### config.mk
export PLATFORM = sky130hd
export DESIGN_NAME = score_display
export DESIGN_NICKNAME = d
export VERILOG_FILES = /design/src/rtl/score_pkg.sv /design/src/rtl/seg7_decode.sv /design/src/rtl/score_display.sv
export SDC_FILE = /design/constraint.sdc
export NUM_CORES = 1
export LEC_CHECK = 0
export CELL_PAD_IN_SITES_DETAIL_PLACEMENT = 1
export CELL_PAD_IN_SITES_GLOBAL_PLACEMENT = 2
export CORE_MARGIN = 2
export CORE_UTILIZATION = 35
export CTS_BUF_LIST = sky130_fd_sc_hd__clkbuf_2 sky130_fd_sc_hd__clkbuf_4 sky130_fd_sc_hd__clkbuf_8
export CTS_CLUSTER_SIZE = 12
export DETAILED_ROUTE_END_ITERATION = 12
export MAX_ROUTING_LAYER = met4
export PLACE_DENSITY = 0.83
export SYNTH_ARGS = -nofsm -noshare
export SYNTH_HDL_FRONTEND = slang
export SYNTH_SLANG_ARGS = --single-unit
### constraint.sdc
create_clock -name clk -period 3.93 [get_ports clk]
set_clock_uncertainty 0.1 [all_clocks]
set_input_delay 0.786 -clock clk [delete_from_list [all_inputs] [get_ports clk]]
set_output_delay 0.786 -clock clk [all_outputs]
set_load 0.005 [all_outputs]
### src/rtl/score_pkg.sv
`default_nettype none
// ============================================================================
// Module   : score_pkg
// Brief    : Shared constants and types for the score display path.
// Revision : 1.0
// ============================================================================
package score_pkg;

    localparam int SCORE_W_DEF = 14;
    localparam int DIGITS_DEF  = 4;

    // Active-low patterns, bit order {g,f,e,d,c,b,a}
    localparam logic [6:0] SEG_BLANK = 7'h7F;
    localparam logic [6:0] SEG_0     = 7'h40;
    localparam logic [6:0] SEG_1     = 7'h79;
    localparam logic [6:0] SEG_2     = 7'h24;
    localparam logic [6:0] SEG_3     = 7'h30;
    localparam logic [6:0] SEG_4     = 7'h19;
    localparam logic [6:0] SEG_5     = 7'h12;
    localparam logic [6:0] SEG_6     = 7'h02;
    localparam logic [6:0] SEG_7     = 7'h78;
    localparam logic [6:0] SEG_8     = 7'h00;
    localparam logic [6:0] SEG_9     = 7'h10;

    typedef enum logic [1:0] {
        ST_IDLE  = 2'd0,
        ST_SHIFT = 2'd1,
        ST_DONE  = 2'd2
    } state_t;

endpackage
`default_nettype wire

### src/rtl/seg7_decode.sv
`default_nettype none
// ============================================================================
// Module   : seg7_decode
// Brief    : BCD digit to active-low seven-segment pattern; non-BCD codes blank.
// Revision : 1.0
// ============================================================================
module seg7_decode
    import score_pkg::*;
(
    input  logic [3:0] i_bcd,
    output logic [6:0] o_seg
);

    always_comb begin
        o_seg = SEG_BLANK;
        case (i_bcd)
            4'd0:    o_seg = SEG_0;
            4'd1:    o_seg = SEG_1;
            4'd2:    o_seg = SEG_2;
            4'd3:    o_seg = SEG_3;
            4'd4:    o_seg = SEG_4;
            4'd5:    o_seg = SEG_5;
            4'd6:    o_seg = SEG_6;
            4'd7:    o_seg = SEG_7;
            4'd8:    o_seg = SEG_8;
            4'd9:    o_seg = SEG_9;
            default: o_seg = SEG_BLANK;
        endcase
    end

endmodule
`default_nettype wire

### src/rtl/score_display.sv
`default_nettype none
// ============================================================================
// Module   : score_display
// Brief    : Sequential binary-to-BCD conversion of score/high score driving a
//            multiplexed active-low seven-segment display.
// Revision : 1.0
// ============================================================================
module score_display
    import score_pkg::*;
#(
    parameter int SCORE_W     = SCORE_W_DEF,
    parameter int DIGITS      = DIGITS_DEF,
    parameter int REFRESH_DIV = 100000,
    parameter bit BLANK_LZ    = 1'b1
)(
    input  logic               clk,
    input  logic               rst,
    input  logic [SCORE_W-1:0] score_in,
    input  logic [SCORE_W-1:0] high_in,
    input  logic               show_high,
    input  logic               load,
    output logic               busy,
    output logic               bcd_valid,
    output logic [6:0]         seg,
    output logic [DIGITS-1:0]  an,
    output logic               dp
);

    localparam int c_BCD_W = 4 * DIGITS;
    localparam int c_CNT_W = $clog2(SCORE_W + 1);
    localparam int c_REF_W = (REFRESH_DIV > 1) ? $clog2(REFRESH_DIV) : 1;
    localparam int c_IDX_W = (DIGITS > 1) ? $clog2(DIGITS) : 1;

    localparam logic [SCORE_W-1:0] c_SAT_MAX  = SCORE_W'(10**DIGITS - 1);
    localparam logic [c_CNT_W-1:0] c_LAST_BIT = c_CNT_W'(SCORE_W - 1);
    localparam logic [c_REF_W-1:0] c_REF_LAST = c_REF_W'(REFRESH_DIV - 1);
    localparam logic [c_IDX_W-1:0] c_IDX_LAST = c_IDX_W'(DIGITS - 1);

    state_t                       r_state;
    state_t                       w_state_nxt;
    logic                         w_start;
    logic                         w_use_high;
    logic [SCORE_W-1:0]           w_sel;
    logic [SCORE_W-1:0]           w_sat;
    logic [SCORE_W-1:0]           r_bin;
    logic [c_BCD_W-1:0]           r_bcd;
    logic [c_BCD_W-1:0]           w_adj;
    logic [c_BCD_W+SCORE_W-1:0]   w_shift;
    logic [c_BCD_W-1:0]           r_disp;
    logic [c_CNT_W-1:0]           r_cnt;
    logic                         r_pending;
    logic                         r_pend_high;
    logic                         r_bcd_valid;
    logic [c_REF_W-1:0]           r_refresh;
    logic [c_IDX_W-1:0]           r_idx;
    logic [3:0]                   w_nib;
    logic                         w_upper_zero;
    logic                         w_blank;
    logic [6:0]                   w_dec;
    logic [DIGITS-1:0]            w_an;
    logic [6:0]                   r_seg;
    logic [DIGITS-1:0]            r_an;

    always_ff @(posedge clk or posedge rst) begin
        if (rst) begin
            r_state <= ST_IDLE;
        end else begin
            r_state <= w_state_nxt;
        end
    end

    always_comb begin
        w_state_nxt = r_state;
        w_start     = 1'b0;
        case (r_state)
            ST_IDLE: begin
                if (load || r_pending) begin
                    w_start     = 1'b1;
                    w_state_nxt = ST_SHIFT;
                end
            end
            ST_SHIFT: begin
                if (r_cnt == c_LAST_BIT) begin
                    w_state_nxt = ST_DONE;
                end
            end
            ST_DONE:  w_state_nxt = ST_IDLE;
            default:  w_state_nxt = ST_IDLE;
        endcase
    end

    // A fresh load overrides the selection latched by an earlier pending request
    assign w_use_high = load ? show_high : r_pend_high;
    assign w_sel      = w_use_high ? high_in : score_in;
    assign w_sat      = (w_sel > c_SAT_MAX) ? c_SAT_MAX : w_sel;

    always_comb begin
        w_adj = r_bcd;
        for (int i = 0; i < DIGITS; i++) begin
            if (r_bcd[4*i +: 4] >= 4'd5) begin
                w_adj[4*i +: 4] = r_bcd[4*i +: 4] + 4'd3;
            end
        end
    end

    assign w_shift = {w_adj, r_bin} << 1;

    always_ff @(posedge clk or posedge rst) begin
        if (rst) begin
            r_bin       <= '0;
            r_bcd       <= '0;
            r_cnt       <= '0;
            r_disp      <= '0;
            r_bcd_valid <= 1'b0;
        end else begin
            r_bcd_valid <= 1'b0;
            case (r_state)
                ST_IDLE: begin
                    if (w_start) begin
                        r_bin <= w_sat;
                        r_bcd <= '0;
                        r_cnt <= '0;
                    end
                end
                ST_SHIFT: begin
                    {r_bcd, r_bin} <= w_shift;
                    r_cnt          <= r_cnt + 1'b1;
                end
                ST_DONE: begin
                    r_disp      <= r_bcd;
                    r_bcd_valid <= 1'b1;
                end
                default: ;
            endcase
        end
    end

    always_ff @(posedge clk or posedge rst) begin
        if (rst) begin
            r_pending   <= 1'b0;
            r_pend_high <= 1'b0;
        end else if (load && (r_state != ST_IDLE)) begin
            r_pending   <= 1'b1;
            r_pend_high <= show_high;
        end else if (w_start) begin
            r_pending   <= 1'b0;
        end
    end

    always_comb begin
        w_nib        = 4'd0;
        w_upper_zero = 1'b1;
        w_an         = '1;
        for (int i = 0; i < DIGITS; i++) begin
            if (c_IDX_W'(i) == r_idx) begin
                w_nib   = r_disp[4*i +: 4];
                w_an[i] = 1'b0;
            end
            if ((c_IDX_W'(i) >= r_idx) && (r_disp[4*i +: 4] != 4'd0)) begin
                w_upper_zero = 1'b0;
            end
        end
    end

    assign w_blank = BLANK_LZ && (r_idx != '0) && w_upper_zero;

    seg7_decode u_seg7_decode (
        .i_bcd (w_nib),
        .o_seg (w_dec)
    );

    // seg and an share one register stage so they always switch together
    always_ff @(posedge clk or posedge rst) begin
        if (rst) begin
            r_refresh <= '0;
            r_idx     <= '0;
            r_seg     <= SEG_BLANK;
            r_an      <= '1;
        end else begin
            r_seg <= w_blank ? SEG_BLANK : w_dec;
            r_an  <= w_an;
            if (r_refresh == c_REF_LAST) begin
                r_refresh <= '0;
                r_idx     <= (r_idx == c_IDX_LAST) ? '0 : r_idx + 1'b1;
            end else begin
                r_refresh <= r_refresh + 1'b1;
            end
        end
    end

    assign busy      = (r_state == ST_SHIFT);
    assign bcd_valid = r_bcd_valid;
    assign seg       = r_seg;
    assign an        = r_an;
    assign dp        = 1'b1;

endmodule
`default_nettype wire

== Word-level counts from Yosys, hierarchy flattened ==
Memory sizes are Yosys's and may differ from the RTL's.
Cells that the tools add are included.

* Memories kept: 1
* Output and inout port bits: 14
* ROM bits: 112
* Register bits after elaboration: 85
* Logic and storage cells: 95

* Equal/unequal tests: 11
* Magnitude comparators: 9
* Reduce and logical (&&, ||, !) cells: 19
* $add $sub $neg: 7
* Mux-type cells: 36

{| class="wikitable"
|+ Memory list
! memory !! depth !! bits a word !! rd ports !! clocked after memory_dff !! write ports !! RTL line !! RTL
|-
| (no name shown) || 16 || 7 || 1 || 0 || 0 || seg7_decode.sv:16 || <nowiki>case (i_bcd)</nowiki>
|}

{| class="wikitable"
|+ Operator list
! operator !! number
|-
| 14-bit two-way mux || 3
|-
| 4-bit two-way mux || 8
|-
| 16-bit case mux with 2 select lines || 1
|-
| 14-bit case mux with 2 select lines || 1
|-
| 17-bit by 1-bit adder with 17-bit output (second input constant) || 1
|-
| 17-bit == test (second input constant) || 1
|-
| 17-bit two-way mux || 1
|-
| 4-bit by 3-bit greater-or-equal comparator with 1-bit output (second input constant) || 4
|-
| 16-bit two-way mux || 1
|-
| 4-bit nonzero test || 4
|-
| 14-bit > comparator (second input constant) || 1
|-
| 1-bit two-way mux || 14
|-
| 4-bit by 2-bit adder with 4-bit output (second input constant) || 3
|-
| 4-bit case mux with 2 select lines || 1
|-
| 2-bit nonzero test || 4
|-
| 7-bit two-way mux || 1
|-
| 1-bit logical AND || 6
|-
| 2-bit two-way mux || 3
|-
| 4-bit by 1-bit adder with 4-bit output (second input constant) || 1
|-
| 2-bit == test (first input constant) || 2
|-
| 2-bit == test (second input constant) || 2
|-
| 4-bit == test (second input constant) || 1
|-
| 1-bit by 2-bit greater-or-equal comparator with 1-bit output (first input constant) || 2
|-
| 2-bit greater-or-equal comparator (first input constant) || 2
|-
| 11 further kinds || 14
|}

== Logic depth before layout (Yosys ltp) ==
* Word-level depth: 8
* Mapped depth: 12

== Modules after synthesis ==
A second synthesis with hierarchy kept.

* Cell total of the unflattened synthesis: 411
* Area total of the unflattened synthesis: 4360.4 µm²

{| class="wikitable"
|+ By module, submodules not included
! module !! cells an instance !! instances !! area each (µm²)
|-
| score_display || 378 || 1 || 4150.2
|-
| seg7_decode || 33 || 1 || 210.2
|}

== Worst setup path after synthesis ==
No wires, ideal clock.

* Path kind: register to register
* Start point: reg r_idx[0]
* End point: reg r_seg[5], in the netlist seg[5]
* Data required time: 3.727 ns
* Stages on the path, launching flop included: 10
* Path slack: 1.611 ns
* Setup time: 0.103 ns
* Data arrival time: 2.116 ns
* Period minus slack after synthesis: 2.319 ns
* Buffers on the path: 1
* Path through: dfrtp_1 > ha_1 > buf_2 > or2_2 > o221ai_1 > inv_1 > ha_1 > or2_2 > a21oi_1 > o21ai_0

* Word-level cells in the longest chain between the ends: 8

{| class="wikitable"
|+ RTL lines
! element !! RTL line !! RTL
|-
| start, declared || score_display.sv:55 || <nowiki>logic [c_IDX_W-1:0] r_idx;</nowiki>
|-
| start signal, assigned || score_display.sv:184 || <nowiki>r_idx <= (r_idx == c_IDX_LAST) ? '0 : r_idx + 1'b1;</nowiki>
|-
| parallel branches: the longest is 7 deep, another holds memory read 16 x 7 bit || - ||
|-
| 7-bit two-way mux (*) || score_display.sv:180 || <nowiki>r_seg <= w_blank ? SEG_BLANK : w_dec;</nowiki>
|-
| end signal, assigned || score_display.sv:180 ||
|-
| end, declared || score_display.sv:61 || <nowiki>logic [6:0] r_seg;</nowiki>
|}

Mark *: on every way between the ends.
A chain may end at the register's enable or synchronous reset.

== Final worst setup path ==
* Start point: reg r_state[1]
* End point: out busy

* Word-level cells in the longest chain between the ends: 1

{| class="wikitable"
|+ RTL lines
! element !! RTL line !! RTL
|-
| start, declared || score_display.sv:39 || <nowiki>state_t r_state;</nowiki>
|-
| start signal, assigned || score_display.sv:68 || <nowiki>r_state <= w_state_nxt;</nowiki>
|-
| 2-bit by 1-bit == test with 1-bit output || score_display.sv:191 || <nowiki>assign busy = (r_state == ST_SHIFT);</nowiki>
|-
| end, declared || score_display.sv:22 || <nowiki>output logic busy,</nowiki>
|}

Every way passes these cells.

==> impl_metrics.json <==
{
  "slowest_stage": "clkdlybuf4s50_1",
  "cp.arrival_ns": 1.80,
  "portBuffers": 44,
  "dieArea_sq_um": 13300,
  "io_pins": 46,
  "drv_cap": 0,
  "totalWireLength_microns": 8980,
  "pre_cts_slack_ns": 1.06,
  "initial_utilization_pct": 35.9,
  "clkTransAtPathRegs_ns": 0.09,
  "syn_inst": 411,
  "final_common_cell": "dfrtp_1",
  "cts_tree": "yes",
  "syn2layout_area_growth_pct": 18.7,
  "fin_crit_sh_pct": 68.5,
  "p_leak_nw": 2.22,
  "cp-start-kind": "register",
  "drtPass1Iterations": 6,
  "wl_per_cell_microns": 14.4,
  "drcViolationCount": 0,
  "finalPower_mw": 3.11,
  "hold_viol": 0,
  "cts.repair.resized": 0,
  "synth-seq-cells": 85,
  "clockBufferDepth": 2,
  "synth_area_leaders": "dfrtp_1 (43%), dfstp_2 (6.7%), ha_1 (6.1%)",
  "final_cells": 625,
  "die_y_microns": 115,
  "crit_chain": "nand2b_1 -> buf_4 -> inv_1 -> clkdlybuf4s50_1",
  "peakVddDrop_v": 0.000216,
  "final-setup-viol-count": 0,
  "reg2reg_slack_ns": 1.37,
  "fp-row-count": 40,
  "cts_setup_buffers": 0,
  "synth_edf_count": 0,
  "synth_top_area_cell": "dfrtp_1",
  "ys_warn_count": 0,
  "path_class": "register to output port",
  "critPathMaxStageDelay_ns": 0.51,
  "fmax_ghz": 0.372,
  "final_util_pct": 42.6,
  "yosysSeqAreaShare_pct": 49.5,
  "hp-class": "register to register",
  "first_iter_violations": 111,
  "hpwl_microns": 6690,
  "hold_buffers": 0,
  "grt_pass1_vias": 3404,
  "avgSynthCellArea_sq_um": 10.5,
  "rsz0062_at_grt": "no",
  "clk_latency_ns": 0.36,
  "path_max_fanout": 14,
  "die_w_microns": 115,
  "ys_types": 50,
  "required_ns": 3.04,
  "synth_top_area_share_pct": 42.8,
  "post-place-cells": 611,
  "vias": 3200,
  "cts_sinks": 85,
  "synth_fp_nets": 464,
  "fin_setup_tns_ns": 0,
  "max_slew.worst_pin.slew_ns": 0.907,
  "synthFlopType": "dfrtp_1",
  "worst_setup_path_end_kind": "output port",
  "period_needed_ns": 2.69,
  "worst_slack_ns": 1.24,
  "final_cell_mix": "dfrtp_1 (74), clkdlybuf4s50_1 (44), o21ai_0 (32)",
  "viasPerCell": 5.12,
  "syn_area_sq_um": 4330,
  "async_reset_ff_share_pct": 100,
  "gp_congestion": 0.775,
  "gr-total-overflow": 0,
  "grt_max_degree": 33,
  "coreArea_sq_um": 12100,
  "htree_levels": 3,
  "track_usage_pct": 15.7,
  "layout-drive-gt1-share_pct": 11.6,
  "antenna_found_initial": 0,
  "p_per_area_nw_per_um2": 606,
  "ant_nets": 0,
  "num_antenna_cells": 0,
  "status": "complete, no violations",
  "grt_pass1_wl_microns": 16300,
  "drv_slew": 0,
  "cts_inserted_buffers": 9,
  "root_buffer": "clkbuf_8",
  "fin_nets": 507,
  "slew_headroom_pct": 39.5
}
## power breakdown
part | leakage [nW] | switching, mW | internal (mW) | total, mW
sequential | 1.08 | 0.191 | 1.13 | 1.32
combinational | 1.05 | 0.628 | 0.555 | 1.18
clock | 0.0919 | 0.305 | 0.303 | 0.608
total | 2.22 | 1.12 | 1.99 | 3.11
## logic make-up after synthesis
group	after synthesis	synth area share, %
compound gates	104	16.2
xor+xnor	20	4.05
fa+ha+maj	21	6.07
buf+inv	42	3.93
flops	85	49.5
mux	22	5.72
other cells	1	0.0866
simple gates	116	14.4
## area by class of cell
type                       count  area (sq um)
fill                        1346          6930
sequential                    85          2140
multi-input combinational    284          2020
timing repair buffer          51           493
tap                          168           210
clock buffer                  10           138
inverter                      23          87.6
clock inverter                 4          50.0
## cells in the mapped netlist (5+ instances only)
cell / count
nor2_1: 21
nand4_1: 7
o21ai_0: 32
buf_2: 7
nand2b_1: 10
a22oi_1: 6
mux2_2: 12
dfrtp_1: 74
clkbuf_1: 10
dfstp_2: 11
nand2_1: 29
nor3b_1: 7
nor3_1: 5
ha_1: 21
a221oi_1: 12
a21oi_1: 17
nor2b_1: 10
xnor2_1: 12
nand3_1: 5
inv_1: 23
mux2i_1: 9
xor2_1: 8
o22ai_1: 9
## through the flow
stage               instance area [sq um]  hold slack [ns]
floorplan                            4330            0.339
global placement                     4950            0.355
detailed placement                   4950            0.365
CTS                                  5140            0.386
global route                         5140            0.411
finish                               5140            0.381
## metal layers
layer | track usage [%] | routed length (microns)
met4 | 4.50 | 102
met3 | 3.95 | 283
met2 | 25.4 | 4330
met1 | 19.6 | 4270
met5 | - | 0
## sequential cells by signal, summed over array words and instances, names as in the netlist, 2 cells and up
| register | flops |
|---|---|
| an | 4 |
| seg | 7 |
| r_idx | 2 |
| r_state | 2 |
| r_bcd | 16 |
| r_cnt | 4 |
| r_bin | 14 |
| r_disp | 16 |
| r_refresh | 17 |
## worst max-delay path, delay by kind of cell, from the launching register on
family | cells | cell delay (ns)
and+or+nand+nor | 1 | 0.17
buffers and inverters | 3 | 0.80
DFF | 1 | 0.46
## path summary, 6_finish.rpt
kind | from | endpoint | cells after the start
max in group asynchronous | rst | seg[4] | 3
worst max-delay path | r_state[1] | busy | 4
worst min register to register | r_bin[13] | r_bcd[0] | 2
min in group asynchronous | rst | r_cnt[1] | 2
worst max register to register | r_idx[0] | seg[5] | 8
worst min-delay path | r_bin[13] | r_bcd[0] | 2
Power figures use the tool's default switching activity.
